$ cat config.mk
export PLATFORM = sky130hd
export DESIGN_NAME = phys_reg_scoreboard_flat
export DESIGN_NICKNAME = d
export VERILOG_FILES = /design/src/rtl/phys_reg_scoreboard_if.sv /design/src/rtl/phys_reg_scoreboard.sv /design/src/flat_wrapper.sv
export SDC_FILE = /design/constraint.sdc
export NUM_CORES = 1
export LEC_CHECK = 0
export ABC_AREA = 1
export CORE_MARGIN = 1
export CORE_UTILIZATION = 38
export DETAILED_ROUTE_END_ITERATION = 8
export SLEW_MARGIN = 5
export SYNTH_ARGS = -nofsm -noshare
export SYNTH_HDL_FRONTEND = slang
export SYNTH_SLANG_ARGS = --single-unit
$ cat constraint.sdc
create_clock -name clk -period 3.25 [get_ports clk]
set_clock_uncertainty 0.15 [all_clocks]
set_input_delay 0.325 -clock clk [delete_from_list [all_inputs] [get_ports clk]]
set_output_delay 0.325 -clock clk [all_outputs]
set_load 0.005 [all_outputs]
$ cat src/rtl/phys_reg_scoreboard_if.sv
// Rename/writeback/retire/query bundle between the core pipeline and the
// physical-register scoreboard.
interface phys_reg_scoreboard_if #(
    parameter int PW = 6
);
    logic          alloc_req;
    logic          alloc_ack;
    logic [PW-1:0] alloc_phys;
    logic          wb0_valid;
    logic [PW-1:0] wb0_phys;
    logic          wb1_valid;
    logic [PW-1:0] wb1_phys;
    logic          free_valid;
    logic [PW-1:0] free_phys;
    logic [PW-1:0] rs_phys;
    logic [PW-1:0] rt_phys;
    logic          rs_busy;
    logic          rt_busy;
    logic [PW-1:0] free_count;
    logic          overflow_err;

    modport master (
        output alloc_req, wb0_valid, wb0_phys, wb1_valid, wb1_phys,
               free_valid, free_phys, rs_phys, rt_phys,
        input  alloc_ack, alloc_phys, rs_busy, rt_busy, free_count, overflow_err
    );

    modport slave (
        input  alloc_req, wb0_valid, wb0_phys, wb1_valid, wb1_phys,
               free_valid, free_phys, rs_phys, rt_phys,
        output alloc_ack, alloc_phys, rs_busy, rt_busy, free_count, overflow_err
    );
endinterface

$ cat src/rtl/phys_reg_scoreboard.sv
// Physical-register busy table plus free-list FIFO for the renamed MIPS core.
// Allocation is granted combinationally from the free-list head; writebacks
// clear busy bits; retirement pushes superseded registers back on the tail.
module phys_reg_scoreboard #(
    parameter int NUM_PHYS = 64,
    parameter int NUM_ARCH = 32
) (
    input logic                 clk,
    input logic                 rst,
    phys_reg_scoreboard_if.slave sb
);
    localparam int PW = $clog2(NUM_PHYS);
    localparam int FL = NUM_PHYS - NUM_ARCH;
    localparam int HW = $clog2(FL);
    localparam int CW = $clog2(FL + 1);

    logic [NUM_PHYS-1:0] busy_q, busy_d;
    logic [PW-1:0]       fifo_q [FL];
    logic [HW-1:0]       head_q, head_d;
    logic [HW-1:0]       tail_q, tail_d;
    logic [CW-1:0]       count_q, count_d;
    logic                ovf_q, ovf_d;

    logic                alloc_ok;
    logic [PW-1:0]       head_phys;
    logic                free_nz;
    logic                free_ok;
    logic                free_drop;

    function automatic logic [HW-1:0] ptr_inc(input logic [HW-1:0] p);
        return (p == HW'(FL - 1)) ? '0 : p + HW'(1);
    endfunction

    // Busy with same-cycle writeback bypass; register 0 is never busy.
    function automatic logic hazard(input logic [NUM_PHYS-1:0] b,
                                    input logic [PW-1:0] p,
                                    input logic v0, input logic [PW-1:0] p0,
                                    input logic v1, input logic [PW-1:0] p1);
        return b[p] && !(v0 && (p0 == p)) && !(v1 && (p1 == p)) && (p != '0);
    endfunction

    // Grant/accept decisions; a freed register never bypasses to an empty list.
    always_comb begin
        head_phys = fifo_q[head_q];
        alloc_ok  = sb.alloc_req && (count_q != '0);
        free_nz   = sb.free_valid && (sb.free_phys != '0);
        free_ok   = free_nz && ((count_q != CW'(FL)) || alloc_ok);
        free_drop = free_nz && (count_q == CW'(FL)) && !alloc_ok;
    end

    // Outputs show the post-reset view while rst is held, before state settles.
    always_comb begin
        sb.alloc_ack    = rst ? sb.alloc_req : alloc_ok;
        sb.alloc_phys   = rst ? PW'(NUM_ARCH) : head_phys;
        sb.rs_busy      = !rst && hazard(busy_q, sb.rs_phys, sb.wb0_valid, sb.wb0_phys,
                                         sb.wb1_valid, sb.wb1_phys);
        sb.rt_busy      = !rst && hazard(busy_q, sb.rt_phys, sb.wb0_valid, sb.wb0_phys,
                                         sb.wb1_valid, sb.wb1_phys);
        sb.free_count   = rst ? PW'(FL) : PW'(count_q);
        sb.overflow_err = !rst && ovf_q;
    end

    // Next state: clears first so a same-cycle allocation set wins.
    always_comb begin
        busy_d = busy_q;
        if (sb.wb0_valid) busy_d[sb.wb0_phys] = 1'b0;
        if (sb.wb1_valid) busy_d[sb.wb1_phys] = 1'b0;
        if (alloc_ok)     busy_d[head_phys]   = 1'b1;
        busy_d[0] = 1'b0;

        head_d  = alloc_ok ? ptr_inc(head_q) : head_q;
        tail_d  = free_ok  ? ptr_inc(tail_q) : tail_q;
        count_d = count_q - CW'(alloc_ok) + CW'(free_ok);
        ovf_d   = ovf_q | free_drop;
    end

    // State registers; reset refills the list with the non-architectural regs.
    always_ff @(posedge clk) begin
        if (rst) begin
            busy_q  <= '0;
            head_q  <= '0;
            tail_q  <= '0;
            count_q <= CW'(FL);
            ovf_q   <= 1'b0;
            for (int i = 0; i < FL; i++) begin
                fifo_q[i] <= PW'(NUM_ARCH + i);
            end
        end else begin
            busy_q  <= busy_d;
            head_q  <= head_d;
            tail_q  <= tail_d;
            count_q <= count_d;
            ovf_q   <= ovf_d;
            if (free_ok) begin
                fifo_q[tail_q] <= sb.free_phys;
            end
        end
    end
endmodule

$ cat src/flat_wrapper.sv
// flat-port wrapper written by rule: the top's interface ports become plain ports
module phys_reg_scoreboard_flat 
#(
    parameter int NUM_PHYS = 64,
    parameter int NUM_ARCH = 32
)
  (clk, rst, sb_alloc_req, sb_wb0_valid, sb_wb0_phys, sb_wb1_valid, sb_wb1_phys, sb_free_valid, sb_free_phys, sb_rs_phys, sb_rt_phys, sb_alloc_ack, sb_alloc_phys, sb_rs_busy, sb_rt_busy, sb_free_count, sb_overflow_err);
  phys_reg_scoreboard_if #(.PW(6)) sb_i ();
  input logic clk;
  input logic rst;
  input wire logic [$bits(sb_i.alloc_req)-1:0] sb_alloc_req;
  input wire logic [$bits(sb_i.wb0_valid)-1:0] sb_wb0_valid;
  input wire logic [$bits(sb_i.wb0_phys)-1:0] sb_wb0_phys;
  input wire logic [$bits(sb_i.wb1_valid)-1:0] sb_wb1_valid;
  input wire logic [$bits(sb_i.wb1_phys)-1:0] sb_wb1_phys;
  input wire logic [$bits(sb_i.free_valid)-1:0] sb_free_valid;
  input wire logic [$bits(sb_i.free_phys)-1:0] sb_free_phys;
  input wire logic [$bits(sb_i.rs_phys)-1:0] sb_rs_phys;
  input wire logic [$bits(sb_i.rt_phys)-1:0] sb_rt_phys;
  output wire logic [$bits(sb_i.alloc_ack)-1:0] sb_alloc_ack;
  output wire logic [$bits(sb_i.alloc_phys)-1:0] sb_alloc_phys;
  output wire logic [$bits(sb_i.rs_busy)-1:0] sb_rs_busy;
  output wire logic [$bits(sb_i.rt_busy)-1:0] sb_rt_busy;
  output wire logic [$bits(sb_i.free_count)-1:0] sb_free_count;
  output wire logic [$bits(sb_i.overflow_err)-1:0] sb_overflow_err;
  assign sb_i.alloc_req = sb_alloc_req;
  assign sb_i.wb0_valid = sb_wb0_valid;
  assign sb_i.wb0_phys = sb_wb0_phys;
  assign sb_i.wb1_valid = sb_wb1_valid;
  assign sb_i.wb1_phys = sb_wb1_phys;
  assign sb_i.free_valid = sb_free_valid;
  assign sb_i.free_phys = sb_free_phys;
  assign sb_i.rs_phys = sb_rs_phys;
  assign sb_i.rt_phys = sb_rt_phys;
  assign sb_alloc_ack = sb_i.alloc_ack;
  assign sb_alloc_phys = sb_i.alloc_phys;
  assign sb_rs_busy = sb_i.rs_busy;
  assign sb_rt_busy = sb_i.rt_busy;
  assign sb_free_count = sb_i.free_count;
  assign sb_overflow_err = sb_i.overflow_err;
  phys_reg_scoreboard #(.NUM_PHYS(NUM_PHYS), .NUM_ARCH(NUM_ARCH)) u_core (.clk(clk), .rst(rst), .sb(sb_i));
endmodule
Yosys cells after proc, flatten, opt, wreduce, memory -nomap -nowiden
Memory sizes are Yosys's and may differ from the RTL's. A register that Yosys moved wholly into a read port is not among the register bits.
Cells that the tools add are included.
{"block": "word_totals", "regBits": 81, "mem_bits_rw": 192, "output_inout_bits": 16, "memories": 1}
{"memory": "u_core.fifo_q", "words": 32, "word_bits": 6, "read_ports": 1, "rd_ports_with_merged_regs": 1, "wr": 32, "line": "phys_reg_scoreboard.sv:18", "rtl": "logic [PW-1:0] fifo_q [FL];"}
{"block": "op_classes", "addsub": 4, "order_cmp": 8, "eq_ne": 8, "muxes": 28, "bitwise": 6, "n_reduce_logical": 33}
{"operator": "$mux W64", "count": 3}
{"operator": "$and A64 B64 Y64", "count": 2}
{"operator": "$not A64 Y64", "count": 2}
{"operator": "$or A64 B64 Y64", "count": 1}
{"operator": "$lt A6 B7 Y1 const B", "count": 5}
{"operator": "$mux W5", "count": 5}
{"operator": "$eq A6 B6 Y1", "count": 4}
{"operator": "$reduce_bool A6 Y1", "count": 4}
{"operator": "$logic_and A1 B1 Y1", "count": 21}
{"operator": "$demux W1 S6", "count": 3}
{"operator": "$ge A6 B1 Y1 const B", "count": 3}
{"operator": "$mux W6", "count": 3}
{"operator": "$bmux W1 S6", "count": 2}
{"operator": "$mux W1", "count": 12}
{"operator": "$add A5 B1 Y5 const B", "count": 2}
{"operator": "$eq A5 B5 Y1 const B", "count": 2}
{"operator": "$add A6 B1 Y6", "count": 1}
{"operator": "$eq A6 B6 Y1 const B", "count": 1}
{"operator": "$logic_not A1 Y1", "count": 6}
{"operator": "$ne A6 B6 Y1 const B", "count": 1}
{"operator": "$reduce_or A6 Y1", "count": 1}
{"operator": "$sub A6 B1 Y6", "count": 1}
{"operator": "$logic_or A1 B1 Y1", "count": 1}
{"operator": "$or A1 B1 Y1", "count": 1}

Depth between registers and ports, before layout
Gate-level depths: netlist (run 1).
{"block": "logic_depth", "ltp_word": 11, "mapped_depth": 18, "ltp_nobuf": 18}

Worst setup path before layout (run 1)
Ideal clock, no wire load.
{"block": "synth_path", "path_kind": "register -> register", "from": "register u_core.count_q[2]", "to": "register u_core.count_q[4]", "setup_ns": 0.070, "arrival_time_ns": 2.221, "slack_ns": 0.809, "path_stages_with_launch": 17, "path_buffers": 0, "path_cell_list": "dfxtp_1 > inv_1 > ha_1 > nand4_1 > nand2_1 > inv_2 > ha_1 > inv_1 > ha_1 > fa_1 > nand2_1 > inv_1 > nor2_1 > nor2_1 > nor2_1 > o21ai_0 > a21oi_1"}
{"block": "synth_via", "elab_chain_cells": 5}
{"item": "from (decl)", "line": "phys_reg_scoreboard.sv:21", "rtl": "logic [CW-1:0] count_q, count_d;"}
{"item": "from (signal assigned)", "line": "phys_reg_scoreboard.sv:83", "rtl": "count_q <= CW'(FL);"}
{"item": "from (signal assigned)", "line": "phys_reg_scoreboard.sv:92", "rtl": "count_q <= count_d;"}
{"item": "$reduce_bool A6 Y1 *", "line": "phys_reg_scoreboard.sv:45", "rtl": "alloc_ok = sb.alloc_req && (count_q != '0);"}
{"item": "$logic_and A1 B1 Y1 *", "line": "phys_reg_scoreboard.sv:45"}
{"item": "net u_core.alloc_ok", "line": "phys_reg_scoreboard.sv:24", "rtl": "logic alloc_ok;"}
{"item": "parallel branches: the longest is 2 deep, another holds $sub A6 B1 Y6"}
{"item": "$add A6 B1 Y6 *", "line": "phys_reg_scoreboard.sv:73", "rtl": "count_d = count_q - CW'(alloc_ok) + CW'(free_ok);"}
Mark *: on every way through the listed nets, which the timed path passes.
A chain may end at the register's enable or synchronous reset.

==> impl_results.md, run 1 <==
- Commonest cells after routing, fill and taps aside: nand2_1, edfxtp_1, nand3_1, nor2_1, inv_1
- Later-pin clock latency in the skew report: 0.57 ns
- Clock Tree Buf Depth: 3
- Setup violators final: 0
- Number of flops mapped to enable cells by yosys: 192
- Root Driver: clkbuf_16
- Tcrit/Tclk final: 98.44%
- R2r startpoint: u_core.count_q[2]$_SDFF_PP0_
- Final WS setup: 0.05062 ns
- First-pass GRT wire length: 71.80 mm
- Buf/Inv on CP: 3
- Slew Limit Fails: 0
- Final Non-Filler Cells: 2434
- Worst VDD drop: 0.0004180 V
- Post-synth ARST share: 0%
- Post-synth net total: 1910
- Initial antenna violation count: 0
- GR Util All Layers: 23.57%
- Largest family of logic cells by synthesized area: simple AND/OR/NAND/NOR gates
- Switching share of power: 30.80%
- Die H: 199.3 microns
- Vias: 13100
- I/O Buffers: 51
- Synth Area in Compound Gates: 12.35%
- Post-DP HPWL: 32.11 mm
- Adder-Cell Fraction of Synth Area: 1.489%
- RSZ-0062 raised after global routing: yes
- Drt wl/cell: 19.20 microns
- Leak pwr: 6.219 nW
- Max Clock Freq: 312.6 MHz
- Status: finished clean
- Cell Rows: 71
- Routed Antenna Nets: 0
- Seq/Total Area, Yosys: 50.49%
- Most common cell after layout, fill and taps aside: nand2_1
- Mapped Avg Cell Area: 7.964 sq um
- Placed Instances: 2375
- CP max stage cell: clkdlybuf4s50_1
- Relative slew slack: 44.64%
- CTS tree: yes
- Simple-gate share of the synthesized area: 27.87%
- Area grow syn2layout: 15.93%
- Via/cell ratio: 5.382
- Io pins: 52
- MaxCap Viol Count: 0
- Net Switching: 3.028 mW
- Initial Util: 38.90%
- Count of final hold-check violations: 0
- Mapped Cells: 1857
- TritonCTS Buffers: 30
- Mapped Area: 0.01479 sq mm
- Combinational power share: 22.5%
- Largest net degree at the start of global routing: 78
- Flop and latch count out of synthesis: 277
- CP Cell Sequence: inv_6, buf_12, nand2_1, nand3_1, nand3_1, nand2_1, nand2_1, nand3_1, nand2_2, nor2_1, clkdlybuf4s50_1
- Hold path startpoint: rst
- Synth Flop Type: edfxtp_1
- GPL Wtd Cong: 0.9606
- Crit-path max cell delay: 0.51 ns
- Clock Power Share: 37.1%
- Yosys cell types: 41
- Worst path arrival time: 2.72 ns
- Clock Sinks: 277
- CP top delay family: simple AND/OR/NAND/NOR gates
- Core Footprint: 0.03802 sq mm
- Antenna diode count: 0
- Post-CTS setup buffers: 0
- Pint: 6.802 mW
- Vias in the first global route: 12384
- Worst Tran Pin Value: 0.8303 ns
- Sequential share of power: 40.4%
- Tmin final: 3.199 ns
- Yosys warns: 0
- Placement Setup Slack: -0.3362 ns
- Initial DRC Count: 1298
- Layout cell share with drive strength beyond 1: 8.268%
- Nets: 1952
- PD cells: 573.3 mW/mm^2
- CP max FO: 12
- Share of synthesized area spent on multiplexers: 0.06768%
- Remaining global-route overflow: 0
- CTS clk-pin slew, worst paths: 0.06 ns
- Final wirelength: 46.72 mm
- Hold Buf Count CTS: 0
- Worst setup SP type: register
- Xor/xnor share of the synthesized area: 0.2369%
- H-tree depth: 1
- Pre-antenna DRT Iters: 6
- Element type at the critical path end: output pin
- Die X: 199.3 microns
- Die ar.: 0.03971 sq mm
- Tightest Hold Check Type: in -> reg
- Post-Route Utilization: 45.09%
- Final routed DRC violation total: 0
- Worst Path Required: 2.77 ns
- Setup Crit Path Kind: reg -> out
## worst min-delay path, stage by stage
cell and delay, ns:
buf_2 0.09, inv_2 0.14, o21ai_0 0.11, a21oi_1 0.04
## cells in the mapped netlist (8+ instances only)
cell type | count | area, sq um
nor3_1 | 17 | 85.08
o221ai_1 | 65 | 569.3
nand3_1 | 192 | 960.9
nand4_1 | 9 | 56.30
clkbuf_1 | 57 | 214.0
nor2_2 | 9 | 56.30
buf_1 | 8 | 30.03
nand2_2 | 9 | 56.30
nor2_1 | 163 | 611.8
ha_1 | 16 | 200.2
inv_2 | 13 | 48.80
dfxtp_1 | 85 | 1702
o22ai_1 | 8 | 50.05
inv_1 | 149 | 559.3
buf_2 | 20 | 100.1
nand2_1 | 576 | 2162
edfxtp_1 | 192 | 5766
o21ai_0 | 69 | 345.3
a21oi_1 | 142 | 710.7
## worst paths after layout
path              slack, ns  cells past startpoint                           endpoint
setup / recovery       0.05                     11                   sb_alloc_phys[4]
setup reg to reg       0.40                     13  u_core.fifo_q[2][1]$_SDFFCE_PN1P_
hold reg to reg        0.31                      2            u_core.ovf_q$_SDFF_PP0_
hold / removal         0.07                      4       u_core.count_q[3]$_SDFF_PP0_
## area by class of cell
type / count / area (sq um)
clock inverter: 17 / 230.2
tap: 511 / 639.4
sequential: 277 / 7472
clock buffer: 39 / 834.6
inverter: 168 / 638.1
fill: 3842 / 20880
timing repair buffer: 109 / 1095
multi-input combinational: 1313 / 6236
## sequential cells by signal, indices dropped and copies added (netlist names), named ones only
signal	flops
u_core.busy_q	63
u_core.count_q	6
u_core.fifo_q	192
u_core.head_q	5
u_core.ovf_q	1
u_core.tail_q	5
## cell families (layout without fill, tap and decap cells)
family | Yosys count | after routing
XOR/XNOR | 4 | 4
buffers and inverters | 267 | 333
multiplexers | 1 | 1
AO/OA/AOI/OAI | 303 | 303
AND/OR/NAND/NOR | 988 | 988
flip-flops | 277 | 277
adder cells (fa/ha/maj) | 17 | 17
## per-stage QoR
stage	instance area (sq um)	hold WS, ns	TNS (ns)	power (mW)
2_1_floorplan	14790	0.2718	0	5.435
3_3_place_gp	15960	0.2885	-34.20	6.152
3_5_place_dp	15960	0.2949	-29.61	6.176
4_1_cts	17070	0.04983	0	9.824
5_1_grt	17150	0.05992	-0.2225	10.30
6_report	17150	0.06581	0	9.829
## power groups by stage
stage          logic (mW)  clock network [mW]  registers [mW]
6_report             2.21                3.65            3.98
5_1_grt              2.46                3.85            3.99
4_1_cts              2.16                3.69            3.97
3_5_place_dp         2.13                   0            4.05
3_3_place_gp         2.11                   0            4.04
2_1_floorplan        1.42                   0            4.02
## timing repair
action | 4_1_cts | 5_1_grt
setup endpoints to repair | 3 | 19
gates cloned | 1 | 2
pin swaps | 0 | 1
gates resized for setup | 3 | 10
## metal layers
| metal | share of wire (%) | GRT usage [%] |
|---|---|---|
| met4 | 1.9 | 5.442 |
| met1 | 44 | 32.39 |
| met3 | 6.5 | 3.021 |
| met2 | 47 | 39.35 |
| met5 | 0 | 0 |
(Power assumes the default switching activity.)
==> run 2: changes to the inputs <==
Settings changed: PLACE_DENSITY set to 0.56.
==> impl_results.md, run 2 (synthesis results as in run 1) <==
- Leak pwr: 6.501 nW (+4.5%)
- Storage cell area: 0.007473 sq mm (about the same)
- Final wirelength: 47.99 mm (+2.7%)
- Net Switching: 3.084 mW (+1.8%)
- Cell Rows: 71 (unchanged)
- Pint: 6.777 mW (-0.36%)
- Area grow syn2layout: 18.65%
- Drt wl/cell: 19.47 microns (+1.4%)
- Relative slew slack: 29.26% (-15 points)
- Most common cell after layout, fill and taps aside: nand2_1
- Initial Util: 38.90% (unchanged)
- Root Driver: clkbuf_16
- Smallest hold slack: 0.2603 ns (+0.1945 ns)
- Combinational power share: 23.8% (+1.3 points)
- Worst Tran Pin Value: 1.051 ns (+0.2211 ns)
- MaxCap Viol Count: 0 (unchanged)
- Tightest Hold Check Type: in -> reg
- Die ar.: 0.03971 sq mm (unchanged)
- Area occupied by multi-input gates: 0.006324 sq mm (+1.4%)
- I/O Buffers: 51 (unchanged)
- Highest routed layer: met4
- Switching share of power: 31.27% (+0.47 points)
- Max Clock Freq: 317.1 MHz (+1.4%)
- Met2 wire len: 22.06 mm (about the same)
- CTS tree: yes
- Wl on met1: 21.40 mm (+3.1%)
- Slew Limit Fails: 0 (unchanged)
- Worst Path Required: 2.77 ns (about the same)
- Final routed DRC violation total: 0 (unchanged)
- Sequential share of power: 40.3% (about the same)
- Later-pin clock latency in the skew report: 0.59 ns (+0.02 ns)
- Final Non-Filler Cells: 2465 (+1.3%)
- TritonCTS Buffers: 31 (+3.3%)
- Antenna diode count: 0 (unchanged)
- Worst VDD drop: 0.0004782 V (+14%)
- Setup Crit Path Kind: reg -> out
- Pre-antenna DRT Iters: 6 (unchanged)
- GPL Wtd Cong: 0.9267 (-3.5%)
- Post-DP HPWL: 32.70 mm (+1.8%)
- Top flop regs: u_core.fifo_q x192, u_core.busy_q x63, u_core.count_q x6
- Number of flip-flops in the largest register: 192 (unchanged)
- RSZ-0062 raised after global routing: yes
- Io pins: 52 (unchanged)
- Vias in the first global route: 12747 (+2.9%)
- GR Util All Layers: 24.32% (+0.75 points)
- Post-Route Utilization: 46.15% (+1.1 points)
- Die X: 199.3 microns (unchanged)
- Commonest cells after routing, fill and taps aside: nand2_1, edfxtp_1, nand3_1, nor2_1, inv_1
- Hold Buf Count CTS: 0 (unchanged)
- Tcrit/Tclk final: 97.04% (-1.4 points)
- Filler cells: 3874 (+0.83%)
- Placed Instances: 2391 (+0.67%)
- Status: finished clean
- Routed Antenna Nets: 0 (unchanged)
- H-tree depth: 1 (unchanged)
- First-pass GRT wire length: 73.49 mm (+2.3%)
- Largest net degree at the start of global routing: 78 (unchanged)
- Initial DRC Count: 1249 (-3.8%)
- Remaining global-route overflow: 0 (unchanged)
- Largest Register: u_core.fifo_q
- Worst path arrival time: 2.68 ns (-0.04 ns)
- Clock Sinks: 277 (unchanged)
- Initial antenna violation count: 0 (unchanged)
- Setup violators final: 0 (unchanged)
- Layout cell share with drive strength beyond 1: 10.70% (+2.4 points)
- PD cells: 561.9 mW/mm^2 (-2.0%)
- WL met3: 3.319 mm (+9.9%)
- Nets: 1982 (+1.5%)
- Clock Tree Buf Depth: 3 (unchanged)
- Die H: 199.3 microns (unchanged)
- Clock Power Share: 35.9% (-1.2 points)
- Element type at the critical path end: output pin
- Count of final hold-check violations: 0 (unchanged)
- Core Footprint: 0.03802 sq mm (unchanged)
- CTS clk-pin slew, worst paths: 0.06 ns (about the same)
- Vias: 13358 (+2.0%)
- Via/cell ratio: 5.419 (+0.69%)
- CP max FO: 24 (+12)
- Tmin final: 3.154 ns (-0.04553 ns)
- Worst setup SP type: register
==> run 2: power groups by stage <==
stage	clock network [mW]	registers (mW)	logic, mW
final	3.54	3.97	2.35
after global placement	0	4.05	2.12
after detailed placement	0	4.05	2.13
after global routing	3.72	3.99	2.59
after floorplan	0	4.02	1.42
after CTS	3.59	3.98	2.19
==> run 2: path summary, 6_finish.rpt <==
kind	startpoint	to	slack [ns]	depth (start not counted)
worst max register to register	u_core.count_q[2]$_SDFF_PP0_	u_core.fifo_q[3][3]$_SDFFCE_PN0P_	0.48	11
worst min register to register	u_core.ovf_q$_SDFF_PP0_	u_core.ovf_q$_SDFF_PP0_	0.30	2
worst max-delay path	register	sb_alloc_phys[0]	0.1	12
worst min-delay path	rst	u_core.count_q[4]$_SDFF_PP0_	0.26	5
==> run 2: per-stage QoR <==
step           setup TNS (ns)  setup WS, ns  total power [mW]  area, sq um
2_1_floorplan               0        0.8090             5.435        14790
3_3_place_gp           -37.57       -0.3525             6.163        16070
3_5_place_dp           -43.44       -0.3463             6.176        16070
4_1_cts                     0      0.002961             9.756        17200
5_1_grt             -0.004750     -0.004750             10.30        17550
6_report                    0       0.09615             9.861        17550
==> run 2: per-layer routing <==
| layer | up-vias | GRT usage, % |
|---|---|---|
| met1 | 6361 | 33.92 |
| met5 | - | 0 |
| li1 | 6433 | - |
| met4 | 0 | 7.037 |
| met2 | 489 | 39.48 |
| met3 | 75 | 2.970 |
==> run 2: area by class of cell <==
class | count | area share [%]
clock inverters | 13 | 0.7344
clock buffers | 45 | 5.184
multi-input cells | 1313 | 36.04
inverters | 168 | 3.722
repair buffers | 138 | 8.093
well taps | 511 | 3.643
flip-flops and latches | 277 | 42.59
==> run 2: what timing repair did <==
| item | 4_1_cts | 5_1_grt |
|---|---|---|
| setup endpoints to repair | 6 | 30 |
| setup buffers | 0 | 9 |
| endpoints found under the hold margin | 0 | 0 |
| gates resized for setup | 10 | 37 |
| cloned | 2 | 5 |
| pin swaps | 0 | 1 |
==> run 2: worst max-delay path: stages (launching register included) <==
cell and delay, ns:
dfxtp_4 0.36, buf_12 0.15, buf_12 0.11, clkbuf_16 0.18, nand2_1 0.07, nand3_1 0.08
nand3_1 0.11, nand2_1 0.13, nand2_1 0.06, nand3_1 0.11, nand2_4 0.11, nor2_1 0.10
clkdlybuf4s50_1 0.51
==> run 3: changes to the inputs <==
==> constraint.sdc (replaced) <==
create_clock -name clk -period 3.25 [get_ports clk]
set_clock_uncertainty 0.15 [all_clocks]
set_input_delay 0.65 -clock clk [delete_from_list [all_inputs] [get_ports clk]]
set_output_delay 0.65 -clock clk [all_outputs]
set_load 0.005 [all_outputs]
==> impl_results.md, run 3 (synthesis results as in run 1) <==
- Nets: 2065 (+4.2%)
- Count of final hold-check violations: 0 (unchanged)
- Layout cell share with drive strength beyond 1: 14.64% (+3.9 points)
- Final WS setup: -0.1965 ns (-0.2926 ns)
- Placed Instances: 2487 (+4.0%)
- Cell Rows: 71 (unchanged)
- Worst Path Required: 2.45 ns (-0.32 ns)
- Worst Tran Pin Value: 0.7164 ns (-0.3351 ns)
- Buf/Inv on CP: 2 (-2)
- R2r startpoint: u_core.count_q[2]$_SDFF_PP0_
- Vias: 13574 (+1.6%)
- PD cells: 541.3 mW/mm^2 (-3.7%)
- Die H: 199.3 microns (unchanged)
- Core Footprint: 0.03802 sq mm (unchanged)
- Remaining global-route overflow: 0 (unchanged)
- MaxCap Viol Count: 0 (unchanged)
- Post-DP HPWL: 34.21 mm (+4.6%)
- Area grow syn2layout: 22.06%
- GPL Wtd Cong: 0.9845 (+6.2%)
- Setup Crit Path Kind: reg -> out
- Max Clock Freq: 290.2 MHz (-8.5%)
- CP max FO: 24 (unchanged)
- Reg-to-Reg End: u_core.fifo_q[26][2]$_SDFFCE_PN0P_
- Relative slew slack: 52.12% (+23 points)
- Tightest Hold Check Type: reg -> reg
- CP top delay family: simple AND/OR/NAND/NOR gates
- Status: finished with violations
- Worst VDD drop: 0.0004450 V (-6.9%)
- R2R Setup Slk: 0.51 ns (+0.03 ns)
- Routed Antenna Nets: 0 (unchanged)
- Worst setup SP type: register
- Pint: 6.735 mW (-0.62%)
- CP max stage cell: dfxtp_4
- Drt wl/cell: 18.77 microns (-3.6%)
- GR Util All Layers: 24.28% (-0.042 points)
- Clock Power Share: 35.5% (-0.4 points)
- Stages on the worst setup path: 10 (-2)
- TritonCTS Buffers: 30 (-3.2%)
- Reg2reg path depth: 14 (+3)
- Switching share of power: 31.07% (-0.20 points)
- Worst path arrival time: 2.65 ns (-0.03 ns)
- Die ar.: 0.03971 sq mm (unchanged)
- CTS clk-pin slew, worst paths: 0.06 ns (about the same)
- Vias in the first global route: 12939 (+1.5%)
- Combinational power share: 23.8% (about the same)
- Most common cell after layout, fill and taps aside: nand2_1
- Pre-antenna DRT Iters: 5 (-1)
- Root Driver: clkbuf_16
- Setup tns final: -0.5597 ns (-0.5597 ns)
- Top flop regs: u_core.fifo_q x192, u_core.busy_q x63, u_core.count_q x6
- Net Switching: 3.036 mW (-1.5%)
- Setup violators final: 3 (+3)
- Violated checks: setup timing
- Critical Path Sink: sb_alloc_phys[1]
- Commonest cells after routing, fill and taps aside: nand2_1, edfxtp_1, nand3_1, nor2_1, buf_4
- Io pins: 52 (unchanged)
- Number of flip-flops in the largest register: 192 (unchanged)
- Final Non-Filler Cells: 2547 (+3.3%)
- Largest Register: u_core.fifo_q
- I/O Buffers: 51 (unchanged)
- CP Cell Sequence: buf_12, nand2_1, nand3_1, nand3_1, nand2_1, nand2_1, nand3_1, nand2_2, nor2_1, clkdlybuf4s50_1
- Leak pwr: 6.806 nW (+4.7%)
- H-tree depth: 1 (unchanged)
- CTS tree: yes
- Element type at the critical path end: output pin
- Via/cell ratio: 5.329 (-1.7%)
- Cell Area, Placed: 0.01683 sq mm (+4.7%)
- First-pass GRT wire length: 73.13 mm (-0.48%)
- Initial Util: 38.90% (unchanged)
- Initial antenna violation count: 0 (unchanged)
- Hold Buf Count CTS: 0 (unchanged)
- Crit-path max cell delay: 0.51 ns (about the same)
- Die X: 199.3 microns (unchanged)
- Clock Tree Buf Depth: 3 (unchanged)
- Largest net degree at the start of global routing: 57 (-27%)
- Antenna diode count: 0 (unchanged)
- RSZ-0062 raised after global routing: yes
- Clock Sinks: 277 (unchanged)
- Tcrit/Tclk final: 106.0% (+9.0 points)
- Cell area after layout: 0.01805 sq mm (+2.9%)
- Later-pin clock latency in the skew report: 0.56 ns (-0.03 ns)
- Final wirelength: 47.82 mm (-0.36%)
- Smallest hold slack: 0.3070 ns (+0.04670 ns)
- Sequential share of power: 40.7% (+0.4 points)
- Post-Route Utilization: 47.48% (+1.3 points)
- Tmin final: 3.446 ns (+0.2926 ns)
- Slew Limit Fails: 0 (unchanged)
- Initial DRC Count: 1141 (-8.6%)
- Final routed DRC violation total: 0 (unchanged)
run 3: changes by cell type in the layout (fill, tap and decap cells not counted), sizes merged:
cell | previous run | this run
buf | 82 | 172
bufinv | 2 | 4
clkbuf | 51 | 36
clkdlybuf4s50 | 46 | 37
clkinv | 14 | 17
clkinvlp | 1 | 6
dlygate4sd2 | 0 | 7
inv | 164 | 163
run 3: power groups by stage:
stage	Combinational (mW)	Sequential [mW]	Clock [mW]
final	2.32	3.98	3.47
after global routing	2.57	3.99	3.65
after CTS	2.30	3.98	3.51
after detailed placement	2.23	4.05	0
after global placement	2.21	4.04	0
after floorplan	1.42	4.02	0
run 3: what timing repair did:
item,in CTS,in global routing
setup buffers,3,0
resized for setup,49,28
endpoints found under the setup margin,8,21
gates cloned,1,0
pin swaps,2,3
run 3: stage by stage:
step | total power [mW] | setup slack (ns)
3_3_place_gp | 6.255 | -0.5460
5_1_grt | 10.22 | -0.2880
4_1_cts | 9.788 | -0.2161
6_report | 9.771 | -0.1965
2_1_floorplan | 5.435 | 0.5532
3_5_place_dp | 6.280 | -0.5325
run 3: worst min-delay path by stage:
stage / startpoint / endpoint / slack [ns] / cells past startpoint
final: u_core.ovf_q$_SDFF_PP0_ / u_core.ovf_q$_SDFF_PP0_ / 0.31 / 2
after global routing: u_core.busy_q[61]$_SDFF_PP0_ / u_core.busy_q[61]$_SDFF_PP0_ / 0.35 / 2
after CTS: u_core.ovf_q$_SDFF_PP0_ / u_core.ovf_q$_SDFF_PP0_ / 0.31 / 2
after detailed placement: u_core.ovf_q$_SDFF_PP0_ / u_core.ovf_q$_SDFF_PP0_ / 0.30 / 2
after global placement: u_core.ovf_q$_SDFF_PP0_ / u_core.ovf_q$_SDFF_PP0_ / 0.29 / 2
after floorplan: u_core.ovf_q$_SDFF_PP0_ / u_core.ovf_q$_SDFF_PP0_ / 0.27 / 2
run 3: area by class of cell:
class / count / area, sq um
tap: 511 / 639.4
sequential: 277 / 7472
multi-input combinational: 1313 / 6316
fill: 3859 / 19970
inverter: 168 / 650.6
clock inverter: 22 / 211.5
clock buffer: 34 / 787.0
timing repair buffer: 222 / 1976
run 3: layer usage:
metal / part of all wire (%) / GRT usage [%] / wire, microns
met1: 45 / 33.83 / 21460
met2: 44 / 38.10 / 21240
met3: 8.0 / 4.101 / 3818
met4: 2.7 / 8.091 / 1304
met5: 0 / 0 / 0
run 3: worst min-delay path: stages, from the launching register on:
cell     delay, ns
dfxtp_1       0.31
nand2_1       0.06
nand2_1       0.06
